[config.mk]
export PLATFORM = sky130hd
export DESIGN_NAME = nvram_upload
export DESIGN_NICKNAME = d
export VERILOG_FILES = /design/src/rtl/nvram_upload_pkg.sv /design/src/rtl/nvram_upload.sv
export SDC_FILE = /design/constraint.sdc
export NUM_CORES = 1
export LEC_CHECK = 0
export BUFFER_PORTS_ARGS = -buffer_cell sky130_fd_sc_hd__buf_2
export CORE_MARGIN = 10
export CORE_UTILIZATION = 49
export DETAILED_ROUTE_END_ITERATION = 7
export GPL_ROUTABILITY_DRIVEN = 0
export PLACE_DENSITY_LB_ADDON = 0.2
export SLEW_MARGIN = 0
export SYNTH_ARGS = -nofsm -noshare
export SYNTH_HDL_FRONTEND = slang
export SYNTH_SLANG_ARGS = --single-unit
[constraint.sdc]
create_clock -name clk_sys -period 3.5 [get_ports clk_sys]
set_input_delay 0.35 -clock clk_sys [delete_from_list [all_inputs] [get_ports clk_sys]]
set_output_delay 0.35 -clock clk_sys [all_outputs]
set_load 0.03 [all_outputs]
[src/rtl/nvram_upload_pkg.sv]
// Shared constants for the NVRAM upload path: FSM state encodings, interface
// widths and the fill byte returned for reads that never reach memory.
package nvram_upload_pkg;

    localparam logic [1:0] ST_IDLE = 2'd0;
    localparam logic [1:0] ST_REQ  = 2'd1;
    localparam logic [1:0] ST_DONE = 2'd2;

    localparam int IOCTL_AW = 25;
    localparam int IDX_W    = 8;
    localparam int CNT_W    = 16;

    localparam logic [7:0]       FILL_BYTE = 8'hFF;
    localparam logic [CNT_W-1:0] CNT_MAX   = '1;

endpackage

[src/rtl/nvram_upload.sv]
// Core-to-HPS upload of the high-score/NVRAM memory: each ioctl_rd for our
// index fetches one byte over a req/ack memory port while stalling hps_io.
module nvram_upload
    import nvram_upload_pkg::*;
#(
    parameter logic [IDX_W-1:0] INDEX   = 8'd4,
    parameter int               MEM_AW  = 10,
    parameter int               SIZE    = 1024,
    parameter int               TIMEOUT = 255
) (
    input  logic                clk_sys,
    input  logic                RESET,
    input  logic                ioctl_upload,
    input  logic [IDX_W-1:0]    ioctl_index,
    input  logic                ioctl_rd,
    input  logic [IOCTL_AW-1:0] ioctl_addr,
    output logic [7:0]          ioctl_din,
    output logic                ioctl_wait,
    output logic [MEM_AW-1:0]   mem_addr,
    output logic                mem_rd,
    input  logic [7:0]          mem_data,
    input  logic                mem_ack,
    output logic                busy,
    output logic                upload_done,
    output logic [CNT_W-1:0]    byte_count,
    output logic                err_timeout
);

    localparam int TMO_W = $clog2(TIMEOUT + 1);

    logic                sel;
    logic                in_range;
    logic                served;
    logic                tmo_hit;

    logic [1:0]          state_q, state_d;
    logic [MEM_AW-1:0]   mem_addr_q, mem_addr_d;
    logic                mem_rd_q, mem_rd_d;
    logic                wait_q, wait_d;
    logic [7:0]          din_q, din_d;
    logic [TMO_W-1:0]    tmo_cnt_q, tmo_cnt_d;

    logic                sel_q;
    logic [CNT_W-1:0]    byte_count_q, byte_count_d;
    logic                err_q, err_d;
    logic                done_q, done_d;

    assign sel      = ioctl_upload && (ioctl_index == INDEX);
    // All 25 address bits take part so aliased addresses read as fill bytes.
    assign in_range = ioctl_addr < IOCTL_AW'(SIZE);

    always_comb begin
        state_d    = state_q;
        mem_addr_d = mem_addr_q;
        mem_rd_d   = mem_rd_q;
        wait_d     = wait_q;
        din_d      = din_q;
        tmo_cnt_d  = tmo_cnt_q;
        served     = 1'b0;
        tmo_hit    = 1'b0;
        case (state_q)
            ST_IDLE: begin
                if (ioctl_rd && sel) begin
                    if (in_range) begin
                        mem_addr_d = ioctl_addr[MEM_AW-1:0];
                        mem_rd_d   = 1'b1;
                        wait_d     = 1'b1;
                        tmo_cnt_d  = '0;
                        state_d    = ST_REQ;
                    end else begin
                        din_d  = FILL_BYTE;
                        served = 1'b1;
                    end
                end
            end
            ST_REQ: begin
                // Losing the session abandons the fetch without counting it.
                if (!sel) begin
                    mem_rd_d = 1'b0;
                    wait_d   = 1'b0;
                    state_d  = ST_IDLE;
                end else if (mem_ack) begin
                    din_d    = mem_data;
                    mem_rd_d = 1'b0;
                    wait_d   = 1'b0;
                    served   = 1'b1;
                    state_d  = ST_DONE;
                end else if (tmo_cnt_q == TMO_W'(TIMEOUT - 1)) begin
                    din_d    = FILL_BYTE;
                    mem_rd_d = 1'b0;
                    wait_d   = 1'b0;
                    served   = 1'b1;
                    tmo_hit  = 1'b1;
                    state_d  = ST_DONE;
                end else begin
                    tmo_cnt_d = tmo_cnt_q + TMO_W'(1);
                end
            end
            ST_DONE: begin
                state_d = ST_IDLE;
            end
            default: begin
                mem_rd_d = 1'b0;
                wait_d   = 1'b0;
                state_d  = ST_IDLE;
            end
        endcase
    end

    always_comb begin
        byte_count_d = (sel && !sel_q) ? '0 : byte_count_q;
        err_d        = (sel && !sel_q) ? 1'b0 : err_q;
        if (served && byte_count_d != CNT_MAX) begin
            byte_count_d = byte_count_d + CNT_W'(1);
        end
        if (tmo_hit) begin
            err_d = 1'b1;
        end
        done_d = !sel && sel_q && (byte_count_q != '0);
    end

    always_ff @(posedge clk_sys) begin
        if (RESET) begin
            state_q      <= ST_IDLE;
            mem_addr_q   <= '0;
            mem_rd_q     <= 1'b0;
            wait_q       <= 1'b0;
            din_q        <= '0;
            tmo_cnt_q    <= '0;
            sel_q        <= 1'b0;
            byte_count_q <= '0;
            err_q        <= 1'b0;
            done_q       <= 1'b0;
        end else begin
            state_q      <= state_d;
            mem_addr_q   <= mem_addr_d;
            mem_rd_q     <= mem_rd_d;
            wait_q       <= wait_d;
            din_q        <= din_d;
            tmo_cnt_q    <= tmo_cnt_d;
            sel_q        <= sel;
            byte_count_q <= byte_count_d;
            err_q        <= err_d;
            done_q       <= done_d;
        end
    end

    assign ioctl_din   = din_q;
    assign ioctl_wait  = wait_q;
    assign mem_addr    = mem_addr_q;
    assign mem_rd      = mem_rd_q;
    assign busy        = sel_q;
    assign upload_done = done_q;
    assign byte_count  = byte_count_q;
    assign err_timeout = err_q;

endmodule

==> flow_summary.json <==
{
  "cts_tree": "yes",
  "drtAntennaViolNets": 0,
  "min_period_ps": 2730,
  "fillers": 431,
  "drc_errors": 0,
  "synth_seq_cells": 48,
  "required_ps": 3750,
  "slew_headroom_pct": 55.8,
  "num_rows": 25,
  "synth_cell_types": 48,
  "setup_violations": 0,
  "pwr_density_cell_nw_per_um2": 324,
  "cp-start-kind": "flip-flop",
  "vias": 2446,
  "async_reset_ff_share_pct": 0,
  "cts_hold_buffers": 0,
  "dr.pass1.iters": 4,
  "cts-root-buf": "clkbuf_8",
  "syn_to_final_growth_pct": 22.3,
  "die_y_um": 89.8,
  "clk-insertion-delay-late_ps": 300,
  "grt_pass1_vias": 2337,
  "wl_mm": 6.66,
  "netlist_area_um2": 2380,
  "wl_per_cell_um": 15.6,
  "htreeDepth": 2,
  "fin_crit_sh_pct": 78.0,
  "numPortBuffers": 84,
  "synth_enable_flop_cells": 0,
  "cts_sinks": 48,
  "status": "complete, no violations",
  "clockBufferDepth": 2,
  "antenna_cells": 0,
  "yosysWarnings": 0,
  "drtIter0Drc": 217,
  "dieArea_um2": 8060,
  "grt_antenna_before_repair": 0,
  "dp_hpwl_mm": 5.02,
  "power_uw": 946,
  "end_kind": "flip-flop",
  "cts_buffers": 5,
  "critPathKind": "flip-flop to flip-flop",
  "cp_max_fo": 7,
  "syn-num-nets": 330,
  "grt_pass1_wl_mm": 11.2,
  "num_io_pins": 85,
  "finalSetupTns_ps": 0,
  "drv_cap": 0,
  "holdWs_ps": 279,
  "cts_setup_buffers": 0,
  "worst_slew_pin_slew_ps": 662,
  "post_route_cells_drive_above_1_share_pct": 28.1,
  "ys.flop_type": "dfxtp_1",
  "hold_violations": 0,
  "yosysSeqAreaShare_pct": 40.3,
  "fmax_ghz": 0.366,
  "core_um2": 4720,
  "hp-class": "primary input to flip-flop",
  "start_util_pct": 50.5,
  "ir_worst_vdd_uv": 225,
  "track_usage_pct": 16.0,
  "vias_per_cell": 5.74,
  "total_leakage_power_nw": 1.14,
  "cp_data_arrival_time_ps": 2980,
  "path_clk_slew_ps": 90,
  "die_w_um": 89.8,
  "avgSynthCellArea_um2": 8.49,
  "rsz0062_at_grt": "false",
  "syn_inst": 281,
  "cts_resized": 0,
  "grt_max_degree": 39,
  "grt.overflow.total": 0,
  "finish.net_count": 407,
  "slew_viol_final": 0,
  "skew_ps": 8.45
}
## metal layers
layer  wire length [um]  vias to the layer above  track usage (%)  share of wire (%)
met1               3220                     1124             21.2                 48
met3                683                       13             7.32                 10
met2               2650                      110             22.4                 40
met5                  0                        -                0                  0
li1                   -                     1199                -                  -
met4                 95                        0             4.58                1.4
## cells in the final DEF, fill, tap and decap left out, drive strengths merged, types with 4 or more instances in the layout
master	n
nand2	15
and3	5
and2	4
nor3	26
or3	8
a21oi	17
nor4	10
nand4	16
nor2	36
buf	86
o21ai	6
mux2i	11
nand3	9
xnor2	6
clkbuf	6
dfxtp	48
o31ai	4
## cell type report
cell class,instances,area [um2],share of cell area [%]
Tap cell,67,83.8,2.87
Clock buffer,6,82.6,2.83
Inverter,2,7.51,0.257
Sequential cell,48,961,32.9
Timing Repair Buffer,86,435,14.9
Multi-Input combinational cell,215,1330,45.6
Clock inverter,2,15.0,0.515
## synthesized netlist by cell type, drive strengths merged (3+ instances only)
cell type | count | area share [%]
and3 | 5 | 1.3
or3 | 8 | 2.1
clkbuf | 7 | 1.1
o311ai | 3 | 1.4
o31ai | 4 | 1.3
a21oi | 17 | 3.6
a2111oi | 3 | 1.1
mux2i | 11 | 4.6
or4 | 3 | 0.94
dfxtp | 48 | 40
xnor2 | 6 | 2.2
nor2b | 3 | 0.79
nor3 | 26 | 5.5
ha | 3 | 1.6
nand3 | 9 | 1.9
nand4 | 16 | 4.2
o21ai | 6 | 1.3
nor2 | 36 | 5.7
nand2 | 15 | 2.4
and4 | 3 | 1.1
buf | 9 | 2.5
nor4b | 3 | 1.7
xor2 | 3 | 1.1
nor4 | 10 | 2.6
and2 | 4 | 1.2
## report_power, final
part | internal (mW) | switching [mW] | total, mW | leakage (nW)
Sequential | 0.546 | 0.0000963 | 0.546 | 0.386
Combinational | 0.0234 | 0.0255 | 0.0489 | 0.714
Clock | 0.160 | 0.191 | 0.351 | 0.0434
Total | 0.729 | 0.217 | 0.946 | 1.14
## registers in the layout, summed over array words and instances (netlist names)
signal / cells
state_q: 2
ioctl_wait: 1
ioctl_din: 8
upload_done: 1
err_timeout: 1
tmo_cnt_q: 8
byte_count: 16
mem_addr: 10
busy: 1
## worst paths after layout
path                                  from                  endpoint  slack (ps)  depth (start not counted)
setup / recovery           busy$_SDFF_PP0_  byte_count[6]$_SDFF_PP0_         770                         10
hold / removal               ioctl_addr[7]  mem_addr[7]$_SDFFE_PP0P_         280                          3
setup reg to reg           busy$_SDFF_PP0_  byte_count[6]$_SDFF_PP0_         770                         10
hold reg to reg   err_timeout$_SDFFE_PP0P_  err_timeout$_SDFFE_PP0P_         490                          2
## kinds of logic (layout without fill, tap and decap cells)
logic type | Yosys count | after routing | synth area share [%]
AOI/OAI and AO/OA | 41 | 41 | 11.3
xor gates and xnor gates | 9 | 9 | 3.31
adders and majority gates | 3 | 3 | 1.57
buffers and inverters | 18 | 96 | 3.88
DFF | 48 | 48 | 40.3
muxes | 13 | 13 | 5.72
and+or+nand+nor | 149 | 149 | 33.9
## metrics by stage
step                setup WS, ps  std cells  util [%]  instance area (um2)
finish                       770        426      61.7                 2920
global route                 490        426      61.7                 2920
CTS                          785        426      61.7                 2920
detailed placement           669        418      59.7                 2820
global placement             789        418      59.7                 2820
floorplan                    803        281         -                 2380
## worst max-delay path, cell delays in order (launching register included)
cell     delay (ps)
dfxtp_1         390
nor4_1          340
nand3_1         190
and2_1          220
ha_1            270
nand4_1         120
nor2_1          110
and3_1          230
a21oi_1         280
or4b_1          460
nand2_1          70
(Power assumes the default switching activity.)
